### src/rtl/instr_fetch_unit.sv
// instr_fetch_unit: sequences a 16-word local program store and issues data ops
// to the execute pipeline, handling jump, nop and halt control words.
module instr_fetch_unit #(
    parameter int DEPTH = 16
) (
    input  logic       clk,
    input  logic       rst,
    input  logic       load_en,
    input  logic [3:0] load_addr,
    input  logic [7:0] load_data,
    input  logic       start,
    input  logic       stall,
    output logic [7:0] instr,
    output logic       instr_valid,
    output logic [3:0] pc,
    output logic       done,
    output logic [7:0] fetch_count
);
    typedef enum logic [1:0] {IDLE, RUN, HALT} state_t;
    state_t state, state_n;
    logic [7:0] store [DEPTH];
    logic [7:0] w, instr_n, fetch_count_n;
    logic [3:0] pc_n;
    logic       instr_valid_n, done_n;

    assign w = store[pc];

    always_comb begin
        state_n       = state;
        pc_n          = pc;
        instr_n       = instr;
        instr_valid_n = instr_valid;
        done_n        = done;
        fetch_count_n = fetch_count;
        if (state == RUN) begin
            if (!stall) begin
                if (w[7:6] != 2'b11) begin
                    instr_n       = w;
                    instr_valid_n = 1'b1;
                    pc_n          = pc + 4'd1;
                    fetch_count_n = (fetch_count == 8'hFF) ? fetch_count : fetch_count + 8'd1;
                end else begin
                    // control words never reach the execute pipeline
                    instr_n       = 8'h00;
                    instr_valid_n = 1'b0;
                    pc_n          = (w[5:4] == 2'b00) ? w[3:0] : (w[5:4] == 2'b11) ? pc : pc + 4'd1;
                    state_n       = (w[5:4] == 2'b11) ? HALT : RUN;
                    done_n        = (w[5:4] == 2'b11);
                end
            end
        end else begin
            instr_valid_n = 1'b0;
            if (start) begin
                state_n       = RUN;
                pc_n          = 4'd0;
                done_n        = 1'b0;
                fetch_count_n = 8'd0;
            end
        end
    end

    always_ff @(posedge clk) begin
        if (rst) begin
            state       <= IDLE;
            pc          <= 4'd0;
            instr       <= 8'h00;
            instr_valid <= 1'b0;
            done        <= 1'b0;
            fetch_count <= 8'd0;
        end else begin
            state       <= state_n;
            pc          <= pc_n;
            instr       <= instr_n;
            instr_valid <= instr_valid_n;
            done        <= done_n;
            fetch_count <= fetch_count_n;
        end
    end

    // store is not reset so it can map onto plain RAM
    always_ff @(posedge clk) begin
        if (!rst && load_en && state != RUN)
            store[load_addr] <= load_data;
    end
endmodule

### config.mk
export PLATFORM = sky130hd
export DESIGN_NAME = instr_fetch_unit
export DESIGN_NICKNAME = d
export VERILOG_FILES = /design/src/rtl/instr_fetch_unit.sv
export SDC_FILE = /design/constraint.sdc
export NUM_CORES = 1
export LEC_CHECK = 0
export CAP_MARGIN = 20
export CORE_UTILIZATION = 30
export CTS_CLUSTER_SIZE = 12
export DETAILED_ROUTE_END_ITERATION = 12
export PLACE_DENSITY_LB_ADDON = 0.08
export SYNTH_ARGS = -nofsm -noshare
export SYNTH_HDL_FRONTEND = slang
export SYNTH_SLANG_ARGS = --single-unit
### constraint.sdc
create_clock -name clk -period 4.04 [get_ports clk]
set_input_delay 1.212 -clock clk [delete_from_list [all_inputs] [get_ports clk]]
set_output_delay 1.212 -clock clk [all_outputs]
set_load 0.005 [all_outputs]
==> Word-level counts from Yosys, hierarchy flattened <==
Memories as Yosys holds them, arrays and structs flattened. A register that Yosys moved wholly into a read port is not among the register bits.
Index checks and enable logic that the tools add are counted.
{ "totals": {"reg_bits": 24, "mem_bits_rw": 128, "output_inout_bits": 22, "mem_count": 1} }
{ "classes": {"n_addsub": 2, "eq_ne": 10, "mux": 26, "bitwise": 2, "n_reduce_logical": 10} }
{ "mem_list": {"columns": ["memory", "words", "width", "read_ports", "rd_ports_with_merged_regs", "wr", "line", "text"], "rows": [
  ["store", 16, 8, 1, 1, 1, "21", "logic [7:0] store [DEPTH];"]
]} }
{ "ops": {"columns": ["cell", "count"], "rows": [
  ["2-to-1 mux 8 bit", 6],
  ["2-to-1 mux 4 bit", 8],
  ["2-to-1 mux 2 bit", 5],
  ["adder 8 x 1 -> 8 bit, second input constant", 1],
  ["equality test 8 bit, second input constant", 1],
  ["inequality test 2 bit, second input constant", 4],
  ["2-to-1 mux 1 bit", 7],
  ["AND reduction 3 bit", 2],
  ["adder 4 x 1 -> 4 bit, second input constant", 1],
  ["inequality test 2 x 1 -> 1 bit, second input constant", 2],
  ["inequality test 4 bit, second input constant", 1],
  ["AND reduction 4 bit", 1],
  ["equality test 2 x 1 -> 1 bit, second input constant", 1],
  ["equality test 2 bit, second input constant", 1],
  ["logical AND 1 bit", 2],
  ["logical NOT 2 bit", 1],
  ["inverter 1 bit", 2],
  ["AND reduction 2 bit", 1],
  ["nonzero test 2 bit", 1],
  ["OR reduction 2 bit", 1],
  ["logical NOT 1 bit", 1]
]} }

==> Longest topological paths before layout <==
Gate-level depths: netlist (run 1).
{ "depth": {"ltp_word": 8, "ltp_mapped": 9, "ltp_nobuf": 6} }

==> Worst setup path before layout (run 1) <==
OpenSTA, ideal clock, no wires.
{ "synth_path": {"kind": "input to register", "startpoint": "in rst", "endpoint": "mem store[0][0] (enable)", "setup_time_ns": 0.383, "t_arrival_ns": 2.625, "required_ns": 3.657, "path_slack_ns": 1.032, "cell_stages": 5, "n_path_buf": 1, "cell_sequence": "clkbuf_1 inv_1 nand3_1 or3_1 nor3_1"} }
{ "synth_between": {"elab_chain_len": 5} }
{ "synth_rtl": {"columns": ["element", "line", "text"], "rows": [
  ["start: declaration", "7", "input logic rst,"],
  ["logical NOT 1 bit", "82", "if (!rst && load_en && state != RUN)"],
  ["logical AND 1 bit (2 in series)", "82", null],
  ["2-to-1 mux 1 bit", "82", null],
  ["2-to-1 mux 1 bit (implied by the code)", "83", "store[load_addr] <= load_data;"],
  ["end: declaration", "21", null]
]} }
Every way passes these cells.

==> Final worst setup path (run 1) <==
{ "layout_path": {"startpoint": "in rst", "endpoint": "mem store[1][4] (enable)"} }
Same word-level chain as after synthesis.

==> out/qor.csv, run 1 <==
stage,metric,value,unit
worst_setup_path,rr_worst_depth,7,
synth,synthArstFlopShare,0,%
synth,yosys_most_used_dff,edfxtp_1,
worst_setup_path,critPathMaxFanout,8,
cells_and_area,areaGrowthSynthToFinish,20.7,%
run_status,status,"complete, no violations",
synth,synth-seq-cells,155,
global_routing,grt_max_degree,33,
sta,max_slew_margin,44.3,%
min_path,hold_class,flip-flop to flip-flop,
route,drt-initial-drc-count,183,
worst_setup_path,cp-end-kind,flip-flop,
synth,ys_types,44,
clock_tree,clk_latency,0.42,ns
clock_tree,cts_max_level,4,
synth,synth_edf_count,128,
global_routing,antenna_found_initial,0,
clock_tree,cts_tree,built,
synth,yosys-top-cells-area,"edfxtp_1, dfxtp_1, mux4_2",
clock_tree,clk_pin_slew,0.06,ns
place,gp_congestion,0.719,
cells_and_area,final_layout_size_suffix_gt1_share,17.7,%
global_routing,gr-total-overflow,0,
worst_setup_path,worst_ep_required_time,4.08,ns
power_and_ir_drop,swShare,21.5,%
worst_setup_path,worstSetupEndpoint,store[1][4]$_DFFE_PP_,
sta,clock-skew-final,0.0111,ns
worst_setup_path,cp_cell_sequence,clkdlybuf4s50_1 -> inv_1 -> nand3_1 -> or3_1 -> nor2_1,
route,wirelength,14900,um
synth,syn_area_per_cell,17.1,um2
route,post-route-drc-count,0,
sta,timing.final.crit_share,75.6,%
sta,final.setup.tns,0,ns
sta,finalSetupViolCount,0,
worst_setup_path,r2r_end,pc[0]$_SDFFE_PP0P_,
synth,yosysSeqAreaShare,69.6,%
sta,fin_crit,3.05,ns
sta,rsz0062_at_grt,false,
floorplan,die_h,147,um
cells_and_area,multi_input_area,0.00179,mm2
route,routedWlPerCell,20.9,um
worst_setup_path,crit_slowest_cell,nor2_1,
synth,syn_area,0.00630,mm2
power_and_ir_drop,power.switching,0.742,mW
power_and_ir_drop,comb_power_share,4.3,%
synth,syn_inst,369,
clock_tree,cts_sinks,155,
global_routing,grt.total_usage,14.7,%
clock_tree,clk_path_buf_depth,2,
floorplan,start_util,30.8,%
synth,synth_area_leader_cell,edfxtp_1,
clock_tree,numCtsBuffers,17,
route,final_antenna_net_count,0,
place,post-dp-hpwl,9830,um
route,post_drt_via_cell_ratio,4.87,
sta,max_freq,327,MHz
cells_and_area,fill_cells,1916,
floorplan,coreArea,0.0204,mm2
cells_and_area,regArea,0.00439,mm2
clock_tree,post_cts_resized,0,
worst_setup_path,cp.depth,5,
route,dr.pass1.iters,4,
floorplan,die_area,0.0216,mm2
worst_setup_path,cp-startpoint,rst,
worst_setup_path,worst_path_dominant_cell_family,simple AND/OR/NAND/NOR gates,
floorplan,die_w,147,um
sta,slew_viol_final,0,
power_and_ir_drop,power_frac_clock,44.9,%
worst_setup_path,slowest_delay,0.66,ns
synth,synth_nets,388,
route,vias,3462,
sta,finalHoldViolations,0,
power_and_ir_drop,leakage,2.40,nW
worst_setup_path,cp_num_buf_inv,2,
synth,synth_warnings,0,
clock_tree,ctsHoldBuffers,0,
worst_setup_path,cp.arrival,3.10,ns
power_and_ir_drop,p_seq_share,50.8,%
global_routing,grt_pass1_wl,22900,um
power_and_ir_drop,p_int,2.71,mW
global_routing,grt_pass1_vias,3656,
run,drv_cap,0,
floorplan,core.rowCount,52,
cells_and_area,layout_commonest_cell,edfxtp_1,
cells_and_area,final_cell_mix,"edfxtp_1, clkdlybuf4s50_1, nand2_1",
worst_setup_path,worst_setup_path_start_kind,primary input,
power_and_ir_drop,vdd_ir_drop_max,0.000280,V
power_and_ir_drop,p_per_area,454,mW/mm2
place,place_ws,0.553,ns
place,portBuffers,38,
sta,setup_ws,0.985,ns
worst_setup_path,regToRegSetupSlack,1.10,ns
clock_tree,cts_root_buf,clkbuf_16,
sta,worst_slew_pin_slew,0.832,ns
worst_setup_path,worst-setup-path-type,primary input to flip-flop,
cells_and_area,n_antenna_cell,0,
clock_tree,postCtsSetupBuffers,0,
floorplan,io-pin-count,39,
synth,synth_top_area_share,61.0,%
cells_and_area,final_nets,448,
==> flip-flops by register name, summed over array words and instances, names as in the netlist, named ones only <==
signal       cells
fetch_count      8
instr_valid      1
store          128
pc               4
done             1
state            1
instr            8
==> power groups by stage <==
| stage | Combinational [mW] | Sequential [mW] | Clock, mW |
|---|---|---|---|
| 2_1_floorplan | 0.0884 | 1.78 | 0 |
| 3_3_place_gp | 0.150 | 1.79 | 0 |
| 3_5_place_dp | 0.152 | 1.79 | 0 |
| 4_1_cts | 0.152 | 1.75 | 1.58 |
| 5_1_grt | 0.164 | 1.76 | 1.64 |
| 6_report | 0.149 | 1.75 | 1.55 |
==> layout make-up <==
| type | instances | area share (%) |
|---|---|---|
| clock buffers | 17 | 5.60 |
| clock inverters | 14 | 1.91 |
| inverters | 1 | 0.0494 |
| multi-input cells | 198 | 23.5 |
| flip-flops and latches | 155 | 57.7 |
| well taps | 270 | 4.45 |
| repair buffers | 56 | 6.78 |
==> cells by family after synthesis <==
family,after synthesis,synth area share (%)
xor+xnor,1,0.139
simple gates,114,9.16
compound gates,41,4.45
mux,40,14.2
fa+ha+maj,2,0.397
buf+inv,16,2.03
flops,155,69.6
==> worst min path at each step <==
stage | startpoint | to | cells past startpoint
finish | instr[0]$_SDFFE_PP0P_ | instr[0]$_SDFFE_PP0P_ | 2
global route | instr[0]$_SDFFE_PP0P_ | instr[0]$_SDFFE_PP0P_ | 2
CTS | instr[0]$_SDFFE_PP0P_ | instr[0]$_SDFFE_PP0P_ | 2
detailed placement | instr[0]$_SDFFE_PP0P_ | instr[0]$_SDFFE_PP0P_ | 2
global placement | instr[7]$_SDFFE_PP0P_ | instr[7]$_SDFFE_PP0P_ | 2
floorplan | instr[0]$_SDFFE_PP0P_ | instr[0]$_SDFFE_PP0P_ | 2
==> layer usage <==
layer / vias to the layer above / track usage, % / routed length, um
li1: 1616 / - / -
met1: 1784 / 19.0 / 6980
met2: 52 / 24.5 / 7380
met3: 10 / 3.26 / 352
met4: 0 / 5.05 / 144
met5: - / 0 / 0
==> stage by stage <==
step	hold WS, ns	util [%]	instances	instance area, um2	total power, mW
finish	0.448	37.2	711	7600	3.45
global route	0.469	37.2	711	7600	3.56
CTS	0.453	37.2	711	7600	3.49
detailed placement	0.445	34.4	680	7030	1.94
global placement	0.445	34.4	680	7030	1.94
floorplan	0.448	-	369	6300	1.87
==> tightest hold or removal path: stages, from the launching register on <==
cell and delay, ns:
dfxtp_1 0.30, nand2_1 0.05, a21oi_1 0.05
==> Yosys cell counts (all sizes together) (3+ instances only) <==
cell,count
and4,5
nand4,7
a21oi,15
o22ai,3
dfxtp,27
nor3,6
buf,8
nor2,24
nand3b,3
nand2b,7
nor2b,4
nand2,31
nand3,20
mux2i,4
edfxtp,128
o21ai,6
clkbuf,7
mux4,36
Note: power is estimated with default switching activity, not from simulation.
==> run 2, diff against run 1 <==
==> constraint.sdc (replaced) <==
create_clock -name clk -period 2.49 [get_ports clk]
set_input_delay 0.747 -clock clk [delete_from_list [all_inputs] [get_ports clk]]
set_output_delay 0.747 -clock clk [all_outputs]
set_load 0.005 [all_outputs]
==> out/qor.csv, run 2 (same netlist as run 1, synthesis figures left out) <==
stage,metric,value,unit,change
place,gp_congestion,0.730,,was 0.719
sta,worst_slew_pin_slew,0.671,ns,was 0.832 ns
cells_and_area,areaGrowthSynthToFinish,24.2,%,was 20.7%
route,drt-initial-drc-count,208,,was 183
power_and_ir_drop,p_per_area,703,mW/mm2,was 454 mW/mm2
clock_tree,clk_path_buf_depth,2,,unchanged
clock_tree,clk_pin_slew,0.06,ns,about the same
floorplan,die_h,147,um,unchanged
worst_setup_path,worst-setup-path-type,flip-flop to flip-flop,,was primary input to flip-flop
cells_and_area,multi_input_area,0.00182,mm2,was 0.00179 mm2
worst_setup_path,worst_ep_required_time,2.79,ns,was 4.08 ns
cells_and_area,utilization,38.3,%,was 37.2%
clock_tree,cts_tree,built,,unchanged
sta,slew_viol_final,0,,unchanged
cells_and_area,largest_register_ffs,128,,unchanged
sta,rsz0062_at_grt,false,,unchanged
floorplan,io-pin-count,39,,unchanged
floorplan,coreArea,0.0204,mm2,unchanged
place,post-dp-hpwl,10400,um,was 9830 um
clock_tree,cts_root_buf,clkbuf_16,,unchanged
sta,worst_hold_slack,0.456,ns,was 0.448 ns
route,final_antenna_net_count,0,,unchanged
power_and_ir_drop,p_int,4.32,mW,was 2.71 mW
global_routing,grt_pass1_vias,3762,,"was 3,656"
cells_and_area,n_antenna_cell,0,,unchanged
clock_tree,numCtsBuffers,17,,unchanged
sta,fin_crit,2.36,ns,
global_routing,use_met3,3.57,%,was 3.26%
place,placed_cells,702,,was 680
floorplan,die_area,0.0216,mm2,unchanged
global_routing,gr-total-overflow,0,,unchanged
cells_and_area,final_nets,473,,was 448
clock_tree,clk_latency,0.42,ns,about the same
floorplan,start_util,30.8,%,unchanged
floorplan,die_w,147,um,unchanged
power_and_ir_drop,power.switching,1.18,mW,was 0.742 mW
run_status,status,"complete, no violations",,unchanged
power_and_ir_drop,leakage,2.51,nW,was 2.40 nW
power_and_ir_drop,power_frac_clock,43.2,%,was 44.9%
cells_and_area,regMostFlops,store,,unchanged
global_routing,grt_busiest_layer,met2,,unchanged
power_and_ir_drop,report.power.total,5.50,mW,was 3.45 mW
sta,max_slew_margin,55.1,%,was 44.3%
route,post-route-drc-count,0,,unchanged
power_and_ir_drop,vdd_ir_drop_max,0.000435,V,was 0.000280 V
cells_and_area,regArea,0.00439,mm2,unchanged
power_and_ir_drop,comb_power_share,5.2,%,was 4.3%
power_and_ir_drop,swShare,21.5,%,about the same
clock_tree,cts_max_level,4,,unchanged
global_routing,grt_pass1_wl,23300,um,"was 22,900 um"
power_and_ir_drop,p_seq_share,51.6,%,was 50.8%
worst_setup_path,critPathMaxFanout,13,,was 8
cells_and_area,final_cell_mix,"edfxtp_1, buf_4, clkdlybuf4s50_1",,"was edfxtp_1, clkdlybuf4s50_1, nand2_1"
cells_and_area,layout_commonest_cell,edfxtp_1,,unchanged
worst_setup_path,worst_path_dominant_cell_family,multiplexers,,was simple AND/OR/NAND/NOR gates
sta,max_freq,424,MHz,
global_routing,antenna_found_initial,0,,unchanged
place,portBuffers,38,,unchanged
global_routing,grt.total_usage,15.1,%,was 14.7%
global_routing,grt_max_degree,33,,unchanged
clock_tree,ctsHoldBuffers,0,,unchanged
global_routing,grt_use_met2,24.5,%,about the same
route,routedWlPerCell,20.4,um,was 20.9 um
worst_setup_path,crit_slowest_cell,mux4_1,,was nor2_1
place,place_ws,-0.0520,ns,was 0.553 ns
cells_and_area,largest_registers,"store: 128 flops, fetch_count: 8 flops, instr: 8 flops",,unchanged
sta,timing.final.crit_share,94.7,%,
route,vias,3617,,"was 3,462"
min_path,hold_class,flip-flop to flip-flop,,unchanged
sta,finalHoldViolations,0,,unchanged
worst_setup_path,cp.arrival,2.66,ns,was 3.10 ns
cells_and_area,final_layout_size_suffix_gt1_share,22.5,%,was 17.7%
sta,clock-skew-final,0.00714,ns,was 0.0111 ns
worst_setup_path,cp_num_buf_inv,2,,unchanged
clock_tree,cts_sinks,155,,unchanged
floorplan,core.rowCount,52,,unchanged
sta,setup_ws,0.133,ns,was 0.985 ns
worst_setup_path,slowest_delay,0.64,ns,was 0.66 ns
worst_setup_path,cp_cell_sequence,buf_12 -> buf_4 -> mux4_1 -> mux4_2 -> mux2i_1 -> o211ai_1,,was clkdlybuf4s50_1 -> inv_1 -> nand3_1 -> or3_1 -> nor2_1
worst_setup_path,worst_setup_path_start_kind,flip-flop,,was primary input
worst_setup_path,cp-end-kind,flip-flop,,unchanged
run,drv_cap,0,,unchanged
route,post_drt_via_cell_ratio,4.91,,was 4.87
route,wirelength,15000,um,"was 14,900 um"
sta,finalSetupViolCount,0,,unchanged
cells_and_area,fill_cells,1934,,"was 1,916"
route,dr.pass1.iters,4,,unchanged
cells_and_area,instances_no_fill,737,,was 711
global_routing,met1_usage,19.8,%,was 19.0%
## run 2: cell count changes in the layout (fill, tap and decap cells not counted), sizes merged
cell	previous run	this run
clkbuf	17	20
inv	4	1
bufinv	2	1
buf	18	43
clkinv	6	7
clkinvlp	3	4
## run 2: power groups by stage
stage	clock network, mW	registers [mW]	logic, mW
CTS	2.42	2.84	0.286
detailed placement	0	2.89	0.285
global placement	0	2.89	0.284
global route	2.53	2.84	0.315
floorplan	0	2.89	0.143
finish	2.37	2.84	0.288
## run 2: worst register-to-register path, stage by stage, from the launching register on
cell and delay (ns):
dfxtp_2 0.39, buf_12 0.17, buf_4 0.20, mux4_1 0.65, mux4_2 0.54, mux2i_1 0.19, o211ai_1 0.11
## run 2: area by class of cell
| class | count | share of cell area (%) |
|---|---|---|
| Sequential cell | 155 | 56.0 |
| Multi-Input combinational cell | 198 | 23.2 |
| Inverter | 1 | 0.0480 |
| Timing Repair Buffer | 81 | 9.47 |
| Clock inverter | 12 | 1.30 |
| Clock buffer | 20 | 5.58 |
| Tap cell | 270 | 4.32 |
## run 2: worst paths after layout
check	startpoint	to	slack, ns	cells after the start
worst max-delay path	flip-flop	flip-flop	0.13	6
worst min-delay path	instr[2]$_SDFFE_PP0P_	instr[2]$_SDFFE_PP0P_	0.46	2
worst max register to register	flip-flop	flip-flop	0.13	6
worst min register to register	instr[2]$_SDFFE_PP0P_	instr[2]$_SDFFE_PP0P_	0.46	2
## run 2: what timing repair did
action | in CTS | in global routing
buffers inserted | 0 | 3
resized for setup | 0 | 4
setup endpoints to repair | 0 | 6
## run 2: per-layer routing
metal | wire length [um] | part of all wire [%]
met1 | 6930 | 46
met2 | 7380 | 49
met3 | 455 | 3.0
met4 | 256 | 1.7
met5 | 0 | 0
## run 2: metrics by stage
stage | setup TNS, ns | area, um2
after floorplan | 0 | 6300
after global placement | -0.175 | 7240
after detailed placement | -0.143 | 7240
after CTS | 0 | 7770
after global routing | 0 | 7830
final | 0 | 7830
